### config.mk
export PLATFORM = sky130hd
export DESIGN_NAME = sap_controller_sequencer
export DESIGN_NICKNAME = d
export VERILOG_FILES = /design/src/rtl/sap_pkg.sv /design/src/rtl/sap_ring_counter.sv /design/src/rtl/sap_controller_sequencer.sv
export SDC_FILE = /design/constraint.sdc
export NUM_CORES = 1
export LEC_CHECK = 0
export BUFFER_PORTS_ARGS = -buffer_cell sky130_fd_sc_hd__clkbuf_2
export CORE_AREA = 10 10 47 49
export DETAILED_ROUTE_END_ITERATION = 7
export DIE_AREA = 0 0 57 59
export PLACE_DENSITY = 0.67
export SETUP_SLACK_MARGIN = 0.2
export SYNTH_ARGS = -nofsm -noshare
export SYNTH_HDL_FRONTEND = slang
export SYNTH_HIERARCHICAL = 1
export SYNTH_SLANG_ARGS = --single-unit
### constraint.sdc
create_clock -name i_clk -period 1.1 [get_ports i_clk]
set_input_delay 0.055 -clock i_clk [delete_from_list [all_inputs] [get_ports i_clk]]
set_output_delay 0.055 -clock i_clk [all_outputs]
set_load 0.05 [all_outputs]
### src/rtl/sap_pkg.sv
// Shared constants for the SAP-1 controller/sequencer: opcodes, control-word bit positions and width.
package sap_pkg;

    localparam int CW_WIDTH = 12;

    localparam logic [3:0] OP_LDA = 4'b0000;
    localparam logic [3:0] OP_ADD = 4'b0001;
    localparam logic [3:0] OP_SUB = 4'b0010;
    localparam logic [3:0] OP_OUT = 4'b1110;
    localparam logic [3:0] OP_HLT = 4'b1111;

    localparam int CW_CP = 11;
    localparam int CW_EP = 10;
    localparam int CW_LM = 9;
    localparam int CW_CE = 8;
    localparam int CW_LI = 7;
    localparam int CW_EI = 6;
    localparam int CW_LA = 5;
    localparam int CW_EA = 4;
    localparam int CW_SU = 3;
    localparam int CW_EU = 2;
    localparam int CW_LB = 1;
    localparam int CW_LO = 0;

endpackage

### src/rtl/sap_ring_counter.sv
// One-hot T-state ring: rotates T1..T(RING_LEN) on each clock unless held; async reset to T1.
module sap_ring_counter #(
    parameter int RING_LEN = 6
) (
    input  logic                i_clk,
    input  logic                i_reset,
    input  logic                i_hold,
    output logic [RING_LEN-1:0] o_tstate
);

    always_ff @(posedge i_clk or posedge i_reset) begin
        if (i_reset) begin
            o_tstate <= {{(RING_LEN-1){1'b0}}, 1'b1};
        end else if (!i_hold) begin
            o_tstate <= {o_tstate[RING_LEN-2:0], o_tstate[RING_LEN-1]};
        end
    end

endmodule

### src/rtl/sap_controller_sequencer.sv
// SAP-1 controller/sequencer: ring counter plus control-word decode and halt flag.
// Optional single-step input when SAP_CTRL_SINGLE_STEP_EN is defined.
module sap_controller_sequencer
    import sap_pkg::*;
#(
    parameter int OPCODE_W = 4,
    parameter int RING_LEN = 6
) (
    input  logic                i_clk,
    input  logic                i_reset,
`ifdef SAP_CTRL_SINGLE_STEP_EN
    input  logic                i_step,
`endif
    input  logic [OPCODE_W-1:0] i_opcode,
    output logic [CW_WIDTH-1:0] o_ctrl,
    output logic [RING_LEN-1:0] o_tstate,
    output logic                o_halt
);

    logic                halted;
    logic                halt_now;
    logic                advance;
    logic [RING_LEN-1:0] tstate;
    logic [CW_WIDTH-1:0] ctrl;
    logic [4:0]          bus_en;

`ifdef SAP_CTRL_SINGLE_STEP_EN
    logic [1:0] step_sync;
    logic       step_prev;

    // Two-flop synchroniser on the asynchronous step button, then a rising-edge detect.
    always_ff @(posedge i_clk or posedge i_reset) begin
        if (i_reset) begin
            step_sync <= 2'b00;
            step_prev <= 1'b0;
        end else begin
            step_sync <= {step_sync[0], i_step};
            step_prev <= step_sync[1];
        end
    end

    assign advance = step_sync[1] & ~step_prev;
`else
    assign advance = 1'b1;
`endif

    // HLT is recognised at the T4 edge regardless of stepping and freezes the ring in T4.
    assign halt_now = tstate[3] && (i_opcode == OPCODE_W'(OP_HLT)) && !halted;

    always_ff @(posedge i_clk or posedge i_reset) begin
        if (i_reset) begin
            halted <= 1'b0;
        end else if (halt_now) begin
            halted <= 1'b1;
        end
    end

    sap_ring_counter #(
        .RING_LEN (RING_LEN)
    ) u_ring (
        .i_clk    (i_clk),
        .i_reset  (i_reset),
        .i_hold   (halted | halt_now | ~advance),
        .o_tstate (tstate)
    );

    always_comb begin
        ctrl = '0;
        if (!i_reset && !halted) begin
            if (tstate[0]) begin
                ctrl[CW_EP] = 1'b1;
                ctrl[CW_LM] = 1'b1;
            end
            if (tstate[1]) begin
                ctrl[CW_CP] = 1'b1;
            end
            if (tstate[2]) begin
                ctrl[CW_CE] = 1'b1;
                ctrl[CW_LI] = 1'b1;
            end
            if (tstate[3]) begin
                case (i_opcode)
                    OPCODE_W'(OP_LDA), OPCODE_W'(OP_ADD), OPCODE_W'(OP_SUB): begin
                        ctrl[CW_EI] = 1'b1;
                        ctrl[CW_LM] = 1'b1;
                    end
                    OPCODE_W'(OP_OUT): begin
                        ctrl[CW_EA] = 1'b1;
                        ctrl[CW_LO] = 1'b1;
                    end
                    default: ;
                endcase
            end
            if (tstate[4]) begin
                case (i_opcode)
                    OPCODE_W'(OP_LDA): begin
                        ctrl[CW_CE] = 1'b1;
                        ctrl[CW_LA] = 1'b1;
                    end
                    OPCODE_W'(OP_ADD), OPCODE_W'(OP_SUB): begin
                        ctrl[CW_CE] = 1'b1;
                        ctrl[CW_LB] = 1'b1;
                    end
                    default: ;
                endcase
            end
            if (tstate[5]) begin
                case (i_opcode)
                    OPCODE_W'(OP_ADD): begin
                        ctrl[CW_EU] = 1'b1;
                        ctrl[CW_LA] = 1'b1;
                    end
                    OPCODE_W'(OP_SUB): begin
                        ctrl[CW_SU] = 1'b1;
                        ctrl[CW_EU] = 1'b1;
                        ctrl[CW_LA] = 1'b1;
                    end
                    default: ;
                endcase
            end
        end
    end

    assign o_ctrl   = ctrl;
    assign o_tstate = tstate;
    assign o_halt   = halted;

    // Only one driver may own the shared 8-bit bus in any T-state.
    assign bus_en = {ctrl[CW_EP], ctrl[CW_CE], ctrl[CW_EI], ctrl[CW_EA], ctrl[CW_EU]};

    bus_single_driver: assert property (@(posedge i_clk) disable iff (i_reset) $onehot0(bus_en));

endmodule

### Yosys cells after proc, flatten, opt, wreduce, memory -nomap -nowiden

Cells that the tools add are included.
W data, S select, Z words.

| word-level totals | value |
|---|---|
| memory bits (read-only) | 0 |
| memories | 0 |
| bits in registers | 7 |
| bits of input ports | 6 |
| output and inout port bits | 19 |
| logic and storage cells | 35 |
| RAM bits | 0 |
| latch bits | 0 |

| cells by class | value |
|---|---|
| divide/modulo/power cells | 0 |
| reductions and logical operators | 8 |
| $mul | 0 |
| add/subtract/negate cells | 0 |
| eq/ne operators | 4 |
| bitwise operators | 1 |
| order comparisons | 0 |
| mux-type cells | 20 |
| shift-type cells | 0 |

Operators by type and width:

| operator | count |
|---|---|
| $mux W1 | 16 |
| $mux W12 | 1 |
| $eq A4 B4 Y1 const B | 2 |
| $mux W2 | 3 |
| $eq A4 B1 Y1 const B | 1 |
| $eq A4 B2 Y1 const B | 1 |
| $logic_not A4 Y1 | 1 |
| $logic_and A1 B1 Y1 | 3 |
| $reduce_or A3 Y1 | 1 |
| $logic_not A1 Y1 | 2 |
| $reduce_or A2 Y1 | 1 |
| $or A1 B1 Y1 | 1 |

### Depth between registers and ports, before layout

| depth | value |
|---|---|
| depth in word-level cells | 6 |
| gate-level depth with buffers | 4 |
| depth with buffers taken out | 3 |

### By module

The synthesis kept the hierarchy.

Modules (own cells, without submodules):

| module | area an instance (um2) | seq. area each (um2) | times used | cells an instance |
|---|---|---|---|---|
| sap_ring_counter | 256.5 | 151.4 | 1 | 14 |
| sap_controller_sequencer | 197.7 | 25.0 | 1 | 26 |

### Least setup slack after synthesis

Ideal clock, no wire load.

| timing | value |
|---|---|
| kind | register to output |
| start point | register u_ring.o_tstate[3] |
| end point | output port o_ctrl[4] |
| buffers on the path | 1 |
| data required time | 1.045 ns |
| slack | -1.817 ns |
| stages on the path, launching flop included | 4 |
| data arrival time | 2.862 ns |
| path through | dfrtp_1 > nand3_1 > nor4_1 > buf_4 |

| between the ends | value |
|---|---|
| longest elaborated chain between the ends | 2 |

RTL lines:

| element | line | RTL |
|---|---|---|
| start: declaration | sap_ring_counter.sv:8 | `output logic [RING_LEN-1:0] o_tstate` |
| start signal: assignment | sap_ring_counter.sv:13 | `o_tstate <= {{(RING_LEN-1){1'b0}}, 1'b1};` |
| start signal: assignment | sap_ring_counter.sv:15 | `o_tstate <= {o_tstate[RING_LEN-2:0], o_tstate[RING_LEN-1]};` |
| $mux W1 | sap_controller_sequencer.sv:81 | `if (tstate[3]) begin` |
| $mux W12 | sap_controller_sequencer.sv:69 | `if (!i_reset && !halted) begin` |
| end: declaration | sap_controller_sequencer.sv:15 | `output logic [CW_WIDTH-1:0] o_ctrl,` |

Every way passes these cells.

### Worst setup path after layout

| timing | value |
|---|---|
| start point | register halted (netlist: o_halt) |
| end point | output port o_ctrl[1] |

| between the ends | value |
|---|---|
| longest elaborated chain between the ends | 3 |

RTL lines:

| element | line | RTL |
|---|---|---|
| start: declaration | sap_controller_sequencer.sv:20 | `logic halted;` |
| start signal: assignment | sap_controller_sequencer.sv:52 | `halted <= 1'b0;` |
| start signal: assignment | sap_controller_sequencer.sv:54 | `halted <= 1'b1;` |
| $logic_not A1 Y1 | sap_controller_sequencer.sv:69 |  |
| $logic_and A1 B1 Y1 | sap_controller_sequencer.sv:69 |  |
| $mux W12 | sap_controller_sequencer.sv:69 |  |

Every way passes these cells.

==> flow_summary.json <==
{
  "syn_nets": 46,
  "required_ps": 1040,
  "grt_max_degree": 7,
  "synthMuxAreaShare_pct": 22.04,
  "startpoint_type": "register",
  "drt_iter0_markers": 6,
  "dieHeight_um": 59,
  "clk_pin_slew_ps": 70,
  "grt_overflow": 0,
  "initial_utilization_pct": 32.41,
  "insertion_delay_ps": 250,
  "synth.area.top_cells": "dfrtp_1 (33%), mux2_4 (20%), dfstp_2 (5.8%)",
  "num_vias": 502,
  "dp_hpwl_mm": 1.291,
  "syn-cell-area_sq_um": 454.2,
  "ys_ff_latch": 7,
  "viasPerCell": 4.970,
  "place_ws_ps": -229.9,
  "cts_root_buf": "clkbuf_4",
  "p_leak_uw": 0.0005268,
  "violations": "setup timing",
  "hold_viol": 0,
  "grt_antenna_before_repair": 0,
  "placed_cells": 91,
  "nets": 92,
  "core_area_sq_mm": 0.001401,
  "tightestPinTransition_ps": 260.1,
  "synth_edf_count": 0,
  "num_rows": 14,
  "cts_tree": "yes",
  "grt_pass1_wl_mm": 3.229,
  "setup_viol": 18,
  "vdd_ir_drop_max_uv": 373.8,
  "cts.sinks": 7,
  "antenna_cells": 0,
  "synthFlopType": "dfrtp_1",
  "finalPower_uw": 589.7,
  "first_pass_iters": 4,
  "yosysTopAreaCell": "dfrtp_1",
  "drtAntennaViolNets": 0,
  "fp.dieArea_sq_mm": 0.003363,
  "avgSynthCellArea_sq_um": 11.35,
  "route.detailed.drc": 0,
  "period_minus_slack_ps": 1541,
  "area_growth_pct": 156.5,
  "synth_common_cells": "dfrtp_1 (6), mux2_4 (6), and2_1 (3), nor2_1 (3)",
  "place_congestion": 0.6815,
  "slew_viol_final": 0,
  "ios": 25,
  "synth_xor_area_share_pct": 1.928,
  "fin_setup_tns_ps": -5844,
  "wl_per_cell_um": 20.45,
  "relSlewSlack_pct": 82.53,
  "period_share_pct": 140.1,
  "yosysSeqAreaShare_pct": 38.84,
  "finClkSkew_ps": 4.758,
  "p_per_area_mw_per_mm2": 506.2,
  "grt_pass1_vias": 607,
  "ys_types": 23,
  "die_w_um": 57,
  "cts_inserted_buffers": 3,
  "clockBufferDepth": 2,
  "synth_compound_area_share_pct": 6.336,
  "fmax_mhz": 649.1,
  "synth_top_family_by_area": "simple AND/OR/NAND/NOR gates",
  "async_flop_share_pct": 100.0,
  "portBuffers": 24,
  "grt_setup_unrepaired": "yes",
  "wl_mm": 2.065,
  "hp-class": "in2reg",
  "crit_path_end_kind": "output pin",
  "timing.final.ws_setup_ps": -440.7,
  "gr-usage-all-layers_pct": 11.93,
  "crit_fanout": 4,
  "fin_cells": 101,
  "cts.htree.levels": 1,
  "synth_top_area_share_pct": 33.06,
  "layout-drive-gt1-share_pct": 83.53,
  "synthAdderAreaFrac_pct": 0,
  "status": "complete, but fails checks",
  "max-cap-violations": 0,
  "arrival_ps": 1490,
  "yosysWarnings": 6,
  "netlist_instances": 40,
  "synth-simple-area-share_pct": 25.07,
  "fin_util_pct": 83.13,
  "timing_worst_setup_path_type": "reg2out"
}
[final cells by class]
type                    instances  area (sq um)
fillers                        67         236.5
well taps                      16         20.02
inverters                       2         7.507
repair buffers                 43         600.6
flip-flops and latches          7         181.4
multi-input cells              29         329.1
clock buffers                   4         26.28
[what timing repair did]
item / CTS / global route
pin swaps: 3 / 1
hold buffers: 1 / 0
gates cloned: 0 / 0
resized for setup: 27 / 5
endpoints found under the hold margin: 6 / 0
buffers inserted: 2 / 3
endpoints found under the setup margin: 25 / 25
[path summary, 6_finish.rpt]
kind | startpoint | end | cells after the start | slack, ps
worst min register to register | u_ring/o_tstate[2] | u_ring/o_tstate[3] | 1 | 580
min in group asynchronous | i_reset | o_halt | 3 | 320
max in group asynchronous | i_reset | u_ring/o_tstate[0] | 3 | 410
worst min-delay path | i_opcode[1] | o_halt | 3 | 170
worst max register to register | u_ring/o_tstate[3] | u_ring/o_tstate[1] | 5 | -290
worst max-delay path | o_halt | o_ctrl[1] | 4 | -440
[registers in the layout, summed over array words and instances, names as in the netlist]
| signal | cells |
|---|---|
| o_halt | 1 |
| u_ring/o_tstate | 6 |
[logic make-up (layout without fill, tap and decap cells)]
| kind of cell | Yosys count | in the layout |
|---|---|---|
| multiplexers | 7 | 7 |
| flip-flops | 7 | 7 |
| XOR/XNOR | 1 | 1 |
| AO/OA/AOI/OAI | 4 | 4 |
| buffers and inverters | 4 | 49 |
| AND/OR/NAND/NOR | 17 | 17 |
[where the power goes]
| part | switching [uW] | internal (uW) |
|---|---|---|
| Sequential | 0 | 257 |
| Combinational | 45.3 | 31.6 |
| Clock | 116 | 140 |
| Total | 161 | 429 |
[stage by stage]
step | hold WS, ps | instance area [sq um]
6_report | 172.5 | 1165
4_1_cts | 148.3 | 1129
5_1_grt | 203.5 | 1165
2_1_floorplan | -216.3 | 523.0
3_3_place_gp | -25.77 | 930.9
3_5_place_dp | -15.83 | 930.9
[cell usage in the layout, fill, tap and decap left out, types with 2 or more instances in the layout]
cell / Yosys / final
buf_12: 0 / 13
buf_4: 1 / 11
clkbuf_2: 0 / 5
nor2_4: 0 / 2
and2_4: 0 / 4
nor4_4: 1 / 2
buf_8: 0 / 2
dfrtp_1: 6 / 2
o21bai_1: 2 / 2
buf_6: 1 / 6
clkbuf_16: 0 / 5
inv_1: 2 / 2
dfrtp_2: 0 / 4
mux2_4: 6 / 6
clkbuf_4: 0 / 3
[critical path, cell delays in order (launching register included)]
cell and delay (ps):
dfrtp_2 450, nor4_4 200, buf_4 210, and3b_2 230, buf_12 140
[routing by layer]
metal	track usage, %	up-vias	wire length, um
met3	6.652	4	189
li1	-	229	-
met2	19.38	21	1038
met1	13.31	248	828
met5	0	-	0
met4	2.685	0	8
Power figures use the tool's default switching activity.
